**src/rtl/bus_master_arb.sv**
```systemverilog
// Two-master round-robin arbiter and single-transfer sequencer for the shared
// register bus: grants a master, strobes the slaves once, waits for ack or timeout.
module bus_master_arb #(
    parameter int ADDR_WIDTH = 32,
    parameter int TIMEOUT    = 255
) (
    input  logic                  bus_clk,
    input  logic                  bus_reset_l,
    input  logic                  m0_req,
    input  logic                  m0_we,
    input  logic [ADDR_WIDTH-1:0] m0_addr,
    input  logic [31:0]           m0_wr_data,
    output logic                  m0_ack,
    output logic                  m0_err,
    output logic [31:0]           m0_rd_data,
    input  logic                  m1_req,
    input  logic                  m1_we,
    input  logic [ADDR_WIDTH-1:0] m1_addr,
    input  logic [31:0]           m1_wr_data,
    output logic                  m1_ack,
    output logic                  m1_err,
    output logic [31:0]           m1_rd_data,
    output logic [ADDR_WIDTH-1:0] bus_addr,
    output logic [31:0]           bus_wr_data,
    output logic                  bus_re,
    output logic                  bus_we,
    input  logic [31:0]           bus_rd_data,
    input  logic                  bus_rd_ack,
    input  logic                  bus_wr_ack,
    output logic                  grant,
    output logic                  busy
);
    localparam int CW = $clog2(TIMEOUT + 1);

    typedef enum logic [1:0] {
        ST_IDLE  = 2'd0,
        ST_ISSUE = 2'd1,
        ST_WAIT  = 2'd2,
        ST_DONE  = 2'd3
    } state_t;

    state_t                state_r, state_s;
    logic [CW-1:0]         cnt_r, cnt_s;
    logic                  we_r, we_s;
    logic                  last_r, last_s;
    logic                  grant_r, grant_s;
    logic [ADDR_WIDTH-1:0] addr_r, addr_s;
    logic [31:0]           wdata_r, wdata_s;
    logic                  re_r, re_s;
    logic                  bwe_r, bwe_s;
    logic                  busy_r, busy_s;
    logic                  ack0_r, ack0_s, err0_r, err0_s;
    logic                  ack1_r, ack1_s, err1_r, err1_s;
    logic [31:0]           rdd0_r, rdd0_s, rdd1_r, rdd1_s;
    logic                  match_s, pick_s, fin_s, fin_err_s;
    logic [31:0]           fin_data_s;

    // Only the ack type matching the latched direction can complete a transfer
    assign match_s = we_r ? bus_wr_ack : bus_rd_ack;

    // Next-state, arbitration and next values of every registered output
    always_comb begin
        state_s   = state_r;
        cnt_s     = cnt_r;
        we_s      = we_r;
        last_s    = last_r;
        grant_s   = grant_r;
        addr_s    = addr_r;
        wdata_s   = wdata_r;
        re_s      = 1'b0;
        bwe_s     = 1'b0;
        pick_s    = 1'b0;
        fin_s     = 1'b0;
        fin_err_s = 1'b0;
        ack0_s    = 1'b0;
        err0_s    = err0_r;
        rdd0_s    = rdd0_r;
        ack1_s    = 1'b0;
        err1_s    = err1_r;
        rdd1_s    = rdd1_r;
        case (state_r)
            ST_IDLE: begin
                if (m0_req || m1_req) begin
                    if (m0_req && m1_req) begin
                        pick_s = ~last_r;
                    end else begin
                        pick_s = m1_req;
                    end
                    grant_s = pick_s;
                    last_s  = pick_s;
                    we_s    = pick_s ? m1_we      : m0_we;
                    addr_s  = pick_s ? m1_addr    : m0_addr;
                    wdata_s = pick_s ? m1_wr_data : m0_wr_data;
                    re_s    = ~we_s;
                    bwe_s   = we_s;
                    state_s = ST_ISSUE;
                end else begin
                    state_s = ST_IDLE;
                end
            end
            ST_ISSUE: begin
                if (match_s) begin
                    fin_s   = 1'b1;
                    state_s = ST_DONE;
                end else begin
                    cnt_s   = CW'(TIMEOUT);
                    state_s = ST_WAIT;
                end
            end
            ST_WAIT: begin
                // An ack arriving on the expiring cycle still counts as success
                if (match_s) begin
                    fin_s   = 1'b1;
                    state_s = ST_DONE;
                end else if (cnt_r == CW'(1)) begin
                    fin_s     = 1'b1;
                    fin_err_s = 1'b1;
                    state_s   = ST_DONE;
                end else begin
                    cnt_s = cnt_r - CW'(1);
                end
            end
            ST_DONE: begin
                state_s = ST_IDLE;
            end
            default: begin
                state_s = ST_IDLE;
            end
        endcase
        fin_data_s = (fin_err_s || we_r) ? 32'd0 : bus_rd_data;
        if (fin_s && !grant_r) begin
            ack0_s = 1'b1;
            err0_s = fin_err_s;
            rdd0_s = fin_data_s;
        end else if (fin_s && grant_r) begin
            ack1_s = 1'b1;
            err1_s = fin_err_s;
            rdd1_s = fin_data_s;
        end else begin
            ack0_s = 1'b0;
            ack1_s = 1'b0;
        end
        busy_s = (state_s != ST_IDLE);
    end

    // State and output registers; reset aborts any transfer and favours m0 next
    always_ff @(posedge bus_clk or negedge bus_reset_l) begin
        if (!bus_reset_l) begin
            state_r <= ST_IDLE;
            cnt_r   <= '0;
            we_r    <= 1'b0;
            last_r  <= 1'b1;
            grant_r <= 1'b0;
            addr_r  <= '0;
            wdata_r <= 32'd0;
            re_r    <= 1'b0;
            bwe_r   <= 1'b0;
            busy_r  <= 1'b0;
            ack0_r  <= 1'b0;
            err0_r  <= 1'b0;
            rdd0_r  <= 32'd0;
            ack1_r  <= 1'b0;
            err1_r  <= 1'b0;
            rdd1_r  <= 32'd0;
        end else begin
            state_r <= state_s;
            cnt_r   <= cnt_s;
            we_r    <= we_s;
            last_r  <= last_s;
            grant_r <= grant_s;
            addr_r  <= addr_s;
            wdata_r <= wdata_s;
            re_r    <= re_s;
            bwe_r   <= bwe_s;
            busy_r  <= busy_s;
            ack0_r  <= ack0_s;
            err0_r  <= err0_s;
            rdd0_r  <= rdd0_s;
            ack1_r  <= ack1_s;
            err1_r  <= err1_s;
            rdd1_r  <= rdd1_s;
        end
    end

    assign m0_ack      = ack0_r;
    assign m0_err      = err0_r;
    assign m0_rd_data  = rdd0_r;
    assign m1_ack      = ack1_r;
    assign m1_err      = err1_r;
    assign m1_rd_data  = rdd1_r;
    assign bus_addr    = addr_r;
    assign bus_wr_data = wdata_r;
    assign bus_re      = re_r;
    assign bus_we      = bwe_r;
    assign grant       = grant_r;
    assign busy        = busy_r;
endmodule
```
**config.mk**
```make
export PLATFORM = sky130hd
export DESIGN_NAME = bus_master_arb
export DESIGN_NICKNAME = d
export VERILOG_FILES = /design/src/rtl/bus_master_arb.sv
export SDC_FILE = /design/constraint.sdc
export NUM_CORES = 1
export LEC_CHECK = 0
export ABC_CLOCK_PERIOD_IN_PS = 5920
export CAP_MARGIN = 20
export CORE_UTILIZATION = 45
export CTS_CLUSTER_DIAMETER = 50
export DETAILED_ROUTE_END_ITERATION = 16
export PLACE_DENSITY_LB_ADDON = 0.3
export SLEW_MARGIN = 5
export SYNTH_ARGS = -nofsm -noshare
export SYNTH_HDL_FRONTEND = slang
export SYNTH_SLANG_ARGS = --single-unit
```
**constraint.sdc**
```tcl
create_clock -name bus_clk -period 5.92 [get_ports bus_clk]
set_input_delay 0.592 -clock bus_clk [delete_from_list [all_inputs] [get_ports bus_clk]]
set_output_delay 0.592 -clock bus_clk [all_outputs]
set_load 0.01 [all_outputs]
```
* Word-level counts from Yosys, hierarchy flattened *
Cells that the tools add are included.

cells by class
  $mul = 0
  shift operators = 0
  divide/modulo/power cells = 0
  add/subtract/negate cells = 1
  $lt $le $gt $ge = 0
  equality and inequality tests = 7
  multiplexer cells = 30
  bitwise gates (word level) = 3
  reductions and logical operators = 12

operators with widths
  operator                                                               number
  32-bit 2-to-1 mux                                                      3
  8-bit 2-to-1 mux                                                       3
  1-bit 2-to-1 mux                                                       19
  8-bit case mux with 2 select lines                                     1
  8-bit by 1-bit equality test with 1-bit output, second input constant  1
  2-bit case mux with 4 select lines                                     1
  8-bit by 1-bit subtractor with 8-bit output, second input constant     1
  2-bit inequality test, second input constant                           3
  2-bit equality test, second input constant                             2
  2-bit 2-to-1 mux                                                       2
  2-bit AND reduction                                                    2
  4-bit AND reduction                                                    1
  2-bit nonzero test                                                     2
  1-bit logical AND                                                      3
  1-bit NOT                                                              3
  2-bit by 1-bit equality test with 1-bit output, second input constant  1
  2-bit logical NOT                                                      1
  1-bit logical OR                                                       2
  1-bit case mux with 2 select lines                                     1
  1-bit logical NOT                                                      1

word-level totals
  memory bits (writable) = 0
  output and inout bits = 136
  input bits = 168
  flip-flop bits (word level) = 148
  ROM bits = 0
  latch bits = 0
  memories kept = 0
  logic and storage cells = 69

* Depth between registers and ports, before layout *
  depth after elaboration = 8
  gate-level depth with buffers = 8
  depth with buffers taken out = 6

* Least setup slack after synthesis *
Ideal clock, no wire load.

  kind = flip-flop to flip-flop
  start = register state_r[0]
  end = register rdd0_r[10] (netlist: m0_rd_data[10])
  path buffers = 2
  setup slack = 3.767 ns
  stages on the path, launching flop included = 9
  data arrival time = 2.028 ns
  required time = 5.795 ns
  period minus slack after synthesis = 2.153 ns
  setup time = 0.125 ns
  cell sequence = dfrtp_1 inv_1 ha_1 and4bb_1 a22oi_2 or3b_1 buf_6 buf_6 mux2_4

between the ends
  longest elaborated chain between the ends = 4
  elaborated cells on any way between the ends = 7
  classes of those cells = eq/ne (2); mux (3); reduce/logical (2)

RTL lines
  element                   line  RTL
  start: declaration        42    state_t state_r, state_s;
  start signal: assignment  166   state_r <= state_s;
  2-bit equality test       81    case (state_r)
  1-bit 2-to-1 mux          81
  1-bit logical OR          130   fin_data_s = (fin_err_s || we_r) ? 32'd0 : bus_rd_data;
  32-bit 2-to-1 mux         130
  end signal: assignment    178   rdd0_r <= rdd0_s;
  end: declaration          54    logic [31:0] rdd0_r, rdd0_s, rdd1_r, rdd1_s;

Parallel ways exist; a longest one is shown, timed or not.
A chain may end at the register's enable or synchronous reset.

* Worst setup path after layout *
  start = register state_r[0]
  end = register rdd1_r[16] (netlist: m1_rd_data[16])

between the ends
  longest elaborated chain between the ends = 5
  elaborated cells on any way between the ends = 10
  classes of those cells = eq/ne (2); mux (3); bitwise (1); reduce/logical (4)

RTL lines
  element                                                                                       line  RTL
  2-bit equality test / 2-bit by 1-bit equality test with 1-bit output (equally long branches)  81
  1-bit case mux with 2 select lines                                                            81
  1-bit logical AND                                                                             131   if (fin_s && !grant_r) begin
  1-bit NOT (no line)                                                                           --
  2-bit AND reduction (no line)                                                                 --
  end signal: assignment                                                                        181   rdd1_r <= rdd1_s;
  end: declaration                                                                              54

Parallel ways exist; a longest one is shown, timed or not.

==> qor.csv <==
metric,value,unit
status,completed,
Max-slew headroom,0.343,
share of layout cells above drive strength 1,0.138,
vias,5262,
cells after synthesis,544,
Critical Path Fanout Max,34,
worst reg-to-reg path cell count,6,
fmax,350,MHz
die height,123,um
FP Rows,43,
Final Cell Area,10500,um^2
io pins,304,
I/O Buffers,303,
Pwr per Cell Area,490,nW/um^2
Peak VDD IR,0.000238,V
Synth Register Bits,148,
# Post-CTS Setup Buffers,0,
final setup vio count,0,
# resized after CTS,0,
"Seq/Total Area, Yosys",0.560,
post-DR vias/cell,5.08,
"EDFF count, synth",0,
largest net degree at the start of global routing,129,
CTS Sinks,148,
max cap viols,0,
CP Launch Type,register,
kind of critical path,reg -> reg,
RSZ-0062 raised after global routing,no,
Slew @ Worst Pin,0.984,ns
synthesized cell area,6610,um^2
Die Width,123,um
ys flop type,dfrtp_1,
final core utilization,0.744,
post-synth cell types,36,
ANT nets after route,0,
Final min period,2.86,ns
WP data required,6.22,ns
Worst-path clk slew,0.06,ns
Pre-Repair DR Iteration Count,4,
worst skew pair latency,0.43,ns
DRC viols,0,
DR iter-0 viols,216,
NumNets Final,1015,
leakage,4.71,nW
Clock Tree Root,clkbuf_16,
ys async rst share,1.00,
wire per inst,18.2,um
placed inst area,9790,um^2
Hold Buf Count CTS,0,
DP Cell Count,1001,
initial core utilization,0.469,
TritonCTS clock tree,yes,
TritonCTS buffer count,17,
hpwl dp,13700,um
core area,14100,um^2
P&R area growth vs syn,58.5,%
Total Wirelength,18800,um
Max Buffers Root-to-Sink,2,
"non-filler cells, final",1035,
GR Util All Layers,0.252,
GRT Residual Overflow,0,
Mapped Nets,717,
setup_tns,0,ns
global-route wire length before repair,28300,um
H-tree depth,4,
Post-Syn Area per Cell,12.2,um^2
Final Total Pwr,5.14,mW
CP arrival,3.16,ns
warnings from Yosys,0,
area of the die,15200,um^2
initial antenna violation count,0,
Max Slew Vio Count,0,
routability cong.,0.792,
Hold WC Path Type,in -> async,
Tcrit/Tclk final,0.483,
Clock Skew,0.0133,ns
n_diodes,0,
Critical Path Sink Type,register,
r2r setup slk,3.06,ns
vias in the first global route,5368,
final hold violations,0,
-- kinds of logic (layout without fill, tap and decap cells) --
group                      Yosys count  count (layout)  share of synthesized area
DFF                                148             148                      0.560
muxes                              134             134                      0.232
and+or+nand+nor                    132             132                     0.0976
AOI/OAI and AO/OA                   82              82                     0.0702
buffers and inverters               43             354                     0.0305
adders and majority gates            5               5                    0.00946
-- per-layer routing --
| metal | routed length (um) | global-route usage | vias up |
|---|---|---|---|
| li1 | - | - | 2474 |
| met1 | 7160 | 0.290 | 2518 |
| met2 | 9530 | 0.429 | 235 |
| met3 | 1590 | 0.0784 | 35 |
| met4 | 548 | 0.114 | 0 |
| met5 | 0 | 0 | - |
-- Yosys cell counts, types with 3 or more instances --
master	count	area [um^2]
clkbuf_1	21	78.8
a31oi_1	5	31.3
and2_1	33	206
nand4_1	6	37.5
buf_2	8	40.0
nand2b_1	3	18.8
nand2_1	71	267
o221a_2	3	33.8
buf_6	4	45.0
o21ai_0	65	325
mux2_1	3	33.8
ha_1	5	62.6
nor2_1	11	41.3
dfrtp_1	147	3680
inv_1	10	37.5
mux2i_1	67	671
mux2_2	35	394
mux2_4	29	435
-- metrics by stage --
stage	setup slack, ns	hold WS [ns]
after floorplan	3.77	0.296
after global placement	2.85	0.461
after detailed placement	2.74	0.470
after CTS	3.04	0.249
after global routing	2.89	0.274
final	3.06	0.217
-- flip-flops by register name, indices dropped and copies added (netlist names) --
| signal | flops |
|---|---|
| grant | 1 |
| m0_rd_data | 32 |
| busy | 1 |
| m0_err | 1 |
| cnt_r | 8 |
| m1_err | 1 |
| bus_wr_data | 32 |
| m1_ack | 1 |
| we_r | 1 |
| m0_ack | 1 |
| bus_re | 1 |
| bus_addr | 32 |
| state_r | 2 |
| last_r | 1 |
| bus_we | 1 |
| m1_rd_data | 32 |
-- worst max-delay path, cell delays in order, from the launching register on --
cell	delay, ns
dfrtp_1	0.40
inv_1	0.09
ha_1	0.48
and4bb_1	0.37
a22oi_2	0.15
nor2_4	0.80
mux2_2	0.43
-- power breakdown --
group / leakage (nW) / switching [mW] / internal, mW
Clock: 0.306 / 0.435 / 0.725
Combinational: 2.53 / 0.991 / 1.27
Sequential: 1.87 / 0.272 / 1.45
-- cell type report --
cell class	instances	area, um^2
fill	949	3610
inverter	10	37.5
clock buffer	19	443
clock inverter	13	196
tap	180	225
sequential	148	3700
multi-input combinational	353	2740
timing repair buffer	312	3130
-- placed cells by master, fill, tap and decap left out, types with 2 or more instances in the layout --
| master | count |
|---|---|
| o21ai_0 | 64 |
| inv_6 | 5 |
| dfrtp_1 | 147 |
| nand2b_1 | 3 |
| nand4_1 | 6 |
| mux2_4 | 29 |
| clkdlybuf4s50_1 | 302 |
| mux2_1 | 3 |
| mux2_2 | 35 |
| clkinvlp_4 | 2 |
| inv_1 | 10 |
| mux2i_1 | 67 |
| clkinv_4 | 2 |
| ha_1 | 5 |
| a31oi_1 | 4 |
| bufinv_16 | 4 |
| nand2_1 | 71 |
| and2_1 | 33 |
| buf_4 | 7 |
| o221a_2 | 3 |
| clkbuf_16 | 17 |
| nor2_1 | 11 |
-- worst paths after layout --
check	startpoint	end
min in group bus_clk	bus_addr[8]$_DFFE_PN0P_	bus_addr[8]$_DFFE_PN0P_
worst min register to register	bus_addr[8]$_DFFE_PN0P_	bus_addr[8]$_DFFE_PN0P_
worst max register to register	state_r[0]$_DFF_PN0_	m1_rd_data[16]$_DFFE_PN0P_
worst min-delay path	bus_reset_l	m1_rd_data[1]$_DFFE_PN0P_
worst max-delay path	state_r[0]$_DFF_PN0_	m1_rd_data[16]$_DFFE_PN0P_
max in group asynchronous	bus_reset_l	m1_rd_data[29]$_DFFE_PN0P_
(Power assumes the default switching activity.)
